==> config.mk <==
export PLATFORM = sky130hd
export DESIGN_NAME = regfile_wb_ctrl
export DESIGN_NICKNAME = d
export VERILOG_FILES = /design/src/rtl/regfile_wb_ctrl_pkg.sv /design/src/rtl/wb_scoreboard.sv /design/src/rtl/regfile_wb_ctrl.sv
export SDC_FILE = /design/constraint.sdc
export NUM_CORES = 1
export LEC_CHECK = 0
export ABC_AREA = 1
export ABC_CLOCK_PERIOD_IN_PS = 1000
export CORE_UTILIZATION = 37
export CTS_CLUSTER_SIZE = 16
export DETAILED_ROUTE_END_ITERATION = 12
export HOLD_SLACK_MARGIN = 0.08
export MAX_ROUTING_LAYER = met4
export PLACE_DENSITY = 0.93
export SKIP_CTS_REPAIR_TIMING = 1
export SLEW_MARGIN = 20
export SYNTH_ARGS = -nofsm -noshare
export SYNTH_HDL_FRONTEND = slang
export SYNTH_SLANG_ARGS = --single-unit
==> constraint.sdc <==
create_clock -name clk -period 1 [get_ports clk]
set_input_delay 0.2 -clock clk [delete_from_list [all_inputs] [get_ports clk]]
set_output_delay 0.2 -clock clk [all_outputs]
set_load 0.1 [all_outputs]
==> src/rtl/regfile_wb_ctrl_pkg.sv <==
// Shared types and sizes for the register-file write-back controller.
// WB_ROUND_ROBIN_EN (in the top) selects round-robin instead of fixed MEM-first arbitration.
package regfile_wb_ctrl_pkg;

  localparam int unsigned XLEN       = 32;
  localparam int unsigned REG_ADDR_W = 3;
  localparam int unsigned NUM_REGS   = 8;

  typedef enum logic {
    WB_ALU = 1'b0,
    WB_MEM = 1'b1
  } wb_req_e;

  function automatic logic [NUM_REGS-1:0] reg_onehot(input logic [REG_ADDR_W-1:0] addr);
    return NUM_REGS'(1) << addr;
  endfunction

endpackage

==> src/rtl/wb_scoreboard.sv <==
// Busy bitmap of destination registers claimed at issue and not yet written back.
// Register 0 is never busy; a set and a clear of the same bit on one edge leaves it set.
module wb_scoreboard #(
  parameter int unsigned NumRegs = 8,
  parameter int unsigned AddrW   = 3
) (
  input  logic               clk_i,
  input  logic               rst_ni,
  input  logic               set_i,
  input  logic [AddrW-1:0]   set_addr_i,
  input  logic               clr_i,
  input  logic [AddrW-1:0]   clr_addr_i,
  output logic [NumRegs-1:0] busy_o
);

  logic [NumRegs-1:0] busy_q, busy_d;
  logic [NumRegs-1:0] set_mask, clr_mask;

  always_comb begin
    set_mask = '0;
    clr_mask = '0;
    if (set_i) set_mask = NumRegs'(1) << set_addr_i;
    if (clr_i) clr_mask = NumRegs'(1) << clr_addr_i;
    // The new producer owns the register, so set overrides clear.
    busy_d    = (busy_q & ~clr_mask) | set_mask;
    busy_d[0] = 1'b0;
  end

  always_ff @(posedge clk_i or negedge rst_ni) begin
    if (!rst_ni) begin
      busy_q <= '0;
    end else begin
      busy_q <= busy_d;
    end
  end

  assign busy_o = busy_q;

endmodule

==> src/rtl/regfile_wb_ctrl.sv <==
// Shares the register file write port between the ALU and load unit and tracks pending writes.
// Define WB_ROUND_ROBIN_EN for round-robin arbitration; otherwise MEM has fixed priority.
module regfile_wb_ctrl
  import regfile_wb_ctrl_pkg::*;
#(
  parameter int unsigned XLEN       = regfile_wb_ctrl_pkg::XLEN,
  parameter int unsigned REG_ADDR_W = regfile_wb_ctrl_pkg::REG_ADDR_W,
  parameter int unsigned NUM_REGS   = regfile_wb_ctrl_pkg::NUM_REGS
) (
  input  logic                  clk,
  input  logic                  rst_n,
  input  logic                  issue_valid,
  input  logic [REG_ADDR_W-1:0] issue_rd,
  input  logic                  alu_valid,
  input  logic [REG_ADDR_W-1:0] alu_rd,
  input  logic [XLEN-1:0]       alu_value,
  output logic                  alu_ready,
  input  logic                  mem_valid,
  input  logic [REG_ADDR_W-1:0] mem_rd,
  input  logic [XLEN-1:0]       mem_value,
  output logic                  mem_ready,
  output logic                  reg_write_en,
  output logic [REG_ADDR_W-1:0] rd,
  output logic [XLEN-1:0]       rd_value,
  output logic [NUM_REGS-1:0]   busy
);

  logic                  grant_alu, grant_mem;
  logic                  accept;
  logic [REG_ADDR_W-1:0] sel_rd;
  logic [XLEN-1:0]       sel_value;

  logic                  wen_q, wen_d;
  logic [REG_ADDR_W-1:0] rd_q, rd_d;
  logic [XLEN-1:0]       value_q, value_d;

`ifdef WB_ROUND_ROBIN_EN
  wb_req_e prio_q, prio_d;

  always_comb begin
    grant_mem = mem_valid & (~alu_valid | (prio_q == WB_MEM));
    grant_alu = alu_valid & (~mem_valid | (prio_q == WB_ALU));
    prio_d    = prio_q;
    // Point at whoever was not granted so a loser waits at most one cycle.
    if (grant_alu) begin
      prio_d = WB_MEM;
    end else if (grant_mem) begin
      prio_d = WB_ALU;
    end
  end

  always_ff @(posedge clk or negedge rst_n) begin
    if (!rst_n) begin
      prio_q <= WB_ALU;
    end else begin
      prio_q <= prio_d;
    end
  end
`else
  always_comb begin
    grant_mem = mem_valid;
    grant_alu = alu_valid & ~mem_valid;
  end
`endif

  // Gated by reset so no handshake completes while the controller is held in reset.
  assign alu_ready = rst_n & grant_alu;
  assign mem_ready = rst_n & grant_mem;

  always_comb begin
    accept    = grant_alu | grant_mem;
    sel_rd    = grant_mem ? mem_rd : alu_rd;
    sel_value = grant_mem ? mem_value : alu_value;
    wen_d     = 1'b0;
    rd_d      = rd_q;
    value_d   = value_q;
    if (accept) begin
      wen_d   = (sel_rd != '0);
      rd_d    = sel_rd;
      value_d = sel_value;
    end
  end

  always_ff @(posedge clk or negedge rst_n) begin
    if (!rst_n) begin
      wen_q   <= 1'b0;
      rd_q    <= '0;
      value_q <= '0;
    end else begin
      wen_q   <= wen_d;
      rd_q    <= rd_d;
      value_q <= value_d;
    end
  end

  assign reg_write_en = wen_q;
  assign rd           = rd_q;
  assign rd_value     = value_q;

  wb_scoreboard #(
    .NumRegs (NUM_REGS),
    .AddrW   (REG_ADDR_W)
  ) u_scoreboard (
    .clk_i      (clk),
    .rst_ni     (rst_n),
    .set_i      (issue_valid & (issue_rd != '0)),
    .set_addr_i (issue_rd),
    .clr_i      (wen_q),
    .clr_addr_i (rd_q),
    .busy_o     (busy)
  );

endmodule
### Word-level counts from Yosys, hierarchy flattened

Index checks and enable logic that the tools add are counted.

* register bits after elaboration: 43
* input bits: 78
* output and inout port bits: 46

* shifts and indexed selects: 2
* multiplexer cells: 5
* bitwise logic cells: 9
* reduce and logical (&&, ||, !) cells: 2

Operators with widths (count)
* two-way mux 32 bit: 1
* two-way mux 8 bit: 2
* left shift 1 x 3 -> 8 bit (first input constant): 2
* bitwise AND 8 bit: 1
* inverter 8 bit: 1
* OR 8 bit: 1
* nonzero test 3 bit: 2
* bitwise AND 1 bit: 4
* two-way mux 3 bit: 1
* two-way mux 1 bit: 1
* inverter 1 bit: 1
* OR 1 bit: 1

### Logic depth before layout (Yosys ltp)

* depth after elaboration: 5
* gate-level depth with buffers: 7
* depth with buffers taken out: 6

### By module

From an unflattened synthesis, not the netlist that was laid out.

* cells, all modules: 264
* area total of the unflattened synthesis: 2020.7 µm²

By module, submodules not included
* regfile_wb_ctrl: times used 1, cells an instance 207, area each 1649.1 µm², sequential area each 900.9 µm²
* wb_scoreboard: times used 1, cells an instance 57, area each 371.6 µm², sequential area each 175.2 µm²

### Worst setup path before layout

No wires, ideal clock.

* kind: reg2reg
* start point: register rd_q[2], in the netlist rd[2]
* end point: register u_scoreboard.busy_q[4], in the netlist u_scoreboard.busy_o[4]
* arrival time: 1.375 ns
* required time: 0.869 ns
* slack: -0.506 ns
* cell stages (with the launch flop): 4
* clock period less this slack: 1.506 ns
* cells stage by stage: dfrtp_1 -> nand2_1 -> o21ai_0 -> o21ai_0

* cells in the longest elaborated chain, start to end: 5

Ends and longest elaborated chain
* from (decl): RTL line regfile_wb_ctrl.sv:34 `logic [REG_ADDR_W-1:0] rd_q, rd_d;`
* from (signal assigned): RTL line regfile_wb_ctrl.sv:91 `rd_q <= rd_d;`
* left shift 1 x 3 -> 8 bit: RTL line wb_scoreboard.sv:23 `if (clr_i) clr_mask = NumRegs'(1) << clr_addr_i;`
* two-way mux 8 bit: RTL line wb_scoreboard.sv:23
* inverter 8 bit: RTL line wb_scoreboard.sv:25 `busy_d = (busy_q & ~clr_mask) | set_mask;`
* bitwise AND 8 bit: RTL line wb_scoreboard.sv:25
* OR 8 bit: RTL line wb_scoreboard.sv:25
* via u_scoreboard.busy_d[4]: RTL line wb_scoreboard.sv:16 `logic [NumRegs-1:0] busy_q, busy_d;`
* to (signal assigned): RTL line wb_scoreboard.sv:33 `busy_q <= busy_d;`
* to (decl): RTL line wb_scoreboard.sv:16

The timed path passes the listed nets, and every way through them passes these cells.
A chain may end at the register's enable or synchronous reset.

### Worst setup path after layout

* start point: register rd_q[0], in the netlist rd[0]
* end point: output rd[0]

RTL lines
* to (decl): RTL line regfile_wb_ctrl.sv:23 `output logic [REG_ADDR_W-1:0] rd,`

No word-level cell between the ends.

==> flow_summary.toml <==
[min_path]
hp-class = "input pin to flop"
min_from = "mem_valid"
min_path_cells = 4
hold_end = "rd_value[17]$_DFFE_PN0P_"

[logic_synthesis]
synth_nets = 323
synth_top_area_share_pct = 54.67
async_flop_share_pct = 100.0
ys_top_cells_by_count = "nand2_1, dfrtp_1, nand3_1, o21ai_0, inv_1"
yosysMostFrequentCell = "nand2_1"
synth_edf_count = 0
avgSynthCellArea_um2 = 8.033
yosysUniqueCellTypes = 15
ys_top_cells_by_area = "dfrtp_1, nand2_1, nand3_1"
synth_flop_cell = "dfrtp_1"
netlist_area_mm2 = 0.001968
ys_ff_latch = 43
synth_top_area_cell = "dfrtp_1"
synth-seq-area-share_pct = 54.67
yosys_warnings = 0
synth_cells = 245

[detailed_routing]
drcViolationCount = 0
firstDrtPassIters = 4
vias = 2195
drtIter0Drc = 83
routedWlPerCell_um = 13.93
wirelength_um = 6378
viasPerCell = 4.793
ant_nets = 0

[sta]
skew_ns = 0.002852
setup_viol = 49
rsz0062_at_grt = "yes"
fin_ws_ns = -0.1892
period_minus_slack_ns = 1.189
maxSlewViolCount = 0
fin_crit_sh_pct = 118.9
max_freq_mhz = 840.9
hold_violations = 0

[placement]
dpl_cell_area_mm2 = 0.003815
detailedPlace.worstSlack_ns = -0.4652
detailed_place_hpwl_um = 4977
gp_congestion = 0.8567
io_buffers = 122

[global_route]
grt_pass1_vias = 2141
use_met1_pct = 24.25
busiest_layer = "met2"
grt_usage_pct = 23.92
grt.overflow.total = 0
grt_pass1_wl_um = 9556
grt_use_met2_pct = 44.04
grt_max_degree = 39
antenna_found_initial = 0
grt.met3_usage_pct = 8.166

[die]
dieArea_mm2 = 0.005615
io-pin-count = 124
start_util_pct = 38.54
rows = 26
die_width_um = 74.94
core_area_mm2 = 0.005107
die-height_um = 74.94

[worst_setup_path]
cpLargestDelayFamily = "flip-flops"
critPathMaxStageDelay_ns = 0.52
crit_fanout = 4
crit_chain = "buf_12"
cp_num_buf_inv = 1
regToRegStartpoint = "rd[1]$_DFFE_PN0P_"
reg2reg_slack_ns = -0.11
crit_type = "flop to primary output"
end_kind = "primary output"
critPathSlowestCell = "dfrtp_4"
r2r_cells = 5
arrival_ns = 0.99
r2r-end = "u_scoreboard.busy_o[4]$_DFF_PN0_"
crit_path_start_kind = "flop"
cp_data_required_time_ns = 0.80

[clock_network]
clk_path_buf_depth = 2
htreeDepth = 2
cts_buffers = 5
tritoncts = "built"
cts.sinks = 43
path_clk_slew_ns = 0.08
cts_root_buf = "clkbuf_8"
clock_latency_ns = 0.29

[cells_and_area]
multi_input_area_um2 = 802.0
fin_area_mm2 = 0.004078
syn2layout_area_growth_pct = 107.2
fin_nets = 465
regArea_mm2 = 0.001140
n_antenna_cell = 0
fillCellCount = 316
drive_gt1_share_pct = 36.34

[outcome]
status = "finished with violations"
violations = "setup timing"

[flow_run]
cap_violations = 0

[power]
vdd_drop_max_mv = 0.8961
p_leak_nw = 1.831
p_per_area_mw_per_mm2 = 1736
==> report_power, final <==
part           switching, mW  internal [mW]
registers              0.277           2.01
clock network          0.561          0.630
logic                   2.22           1.38
==> kinds of logic (layout without fill, tap and decap cells) <==
family | after synthesis | after routing | synth area share (%)
flip-flops | 43 | 43 | 54.67
AO/OA/AOI/OAI | 15 | 15 | 3.942
AND/OR/NAND/NOR | 160 | 160 | 33.69
other | 1 | 1 | 0.1905
buffers and inverters | 26 | 169 | 7.502
==> per-layer routing <==
metal  vias up  part of all wire [%]
met5         -                     0
met4         0                  0.89
met3         9                   8.5
met2        96                    55
met1      1035                    36
li1       1055                     -
==> how the worst max path moves through the flow <==
stage          cells after the start  slack (ns)              start                endpoint
2_1_floorplan                      4        -0.1          mem_valid               mem_ready
3_3_place_gp                       7       -0.44          mem_valid  reg_write_en$_DFF_PN0_
3_5_place_dp                       7       -0.47          mem_valid  reg_write_en$_DFF_PN0_
4_1_cts                            5       -0.40          mem_valid               alu_ready
5_1_grt                            1       -0.22  rd[1]$_DFFE_PN0P_                   rd[1]
6_report                           1       -0.19  rd[0]$_DFFE_PN0P_                   rd[0]
==> layout by cell type (no fill, tap or decap), drive strengths merged <==
master | Yosys | layout
nand2 | 119 | 119
dfrtp | 43 | 43
nor2 | 2 | 2
buf | 12 | 71
and3 | 1 | 1
nand4 | 2 | 2
a21boi | 1 | 1
clkbuf | 0 | 8
inv | 14 | 13
dlymetal6s2s | 0 | 1
o21ai | 14 | 14
nand3 | 36 | 36
clkdlybuf4s50 | 0 | 74
clkinvlp | 0 | 1
conb | 1 | 1
dlygate4sd3 | 0 | 1
==> layout make-up <==
cell class | instances | area share (%)
multi-input combinational | 176 | 19.67
inverter | 14 | 1.565
tap | 70 | 2.148
timing repair buffer | 147 | 46.21
clock buffer | 8 | 2.455
sequential | 43 | 27.95
==> registers in the layout, indices dropped and copies added, names as in the netlist <==
signal               flops
rd                       3
rd_value                32
reg_write_en             1
u_scoreboard.busy_o      7
==> stage by stage <==
stage               total power [mW]  setup TNS, ns  hold WS, ns  util (%)  instances
finish                         7.079         -4.671       0.2633     79.84        458
floorplan                      4.203        -0.5067     -0.09559         -        245
global placement               5.723         -14.81       0.2749     74.69        436
CTS                            7.002         -9.230     -0.03630     76.65        444
global route                   7.347         -6.099       0.2758     79.84        458
detailed placement             5.802         -16.20       0.2863     74.69        436
(Power assumes the default switching activity.)
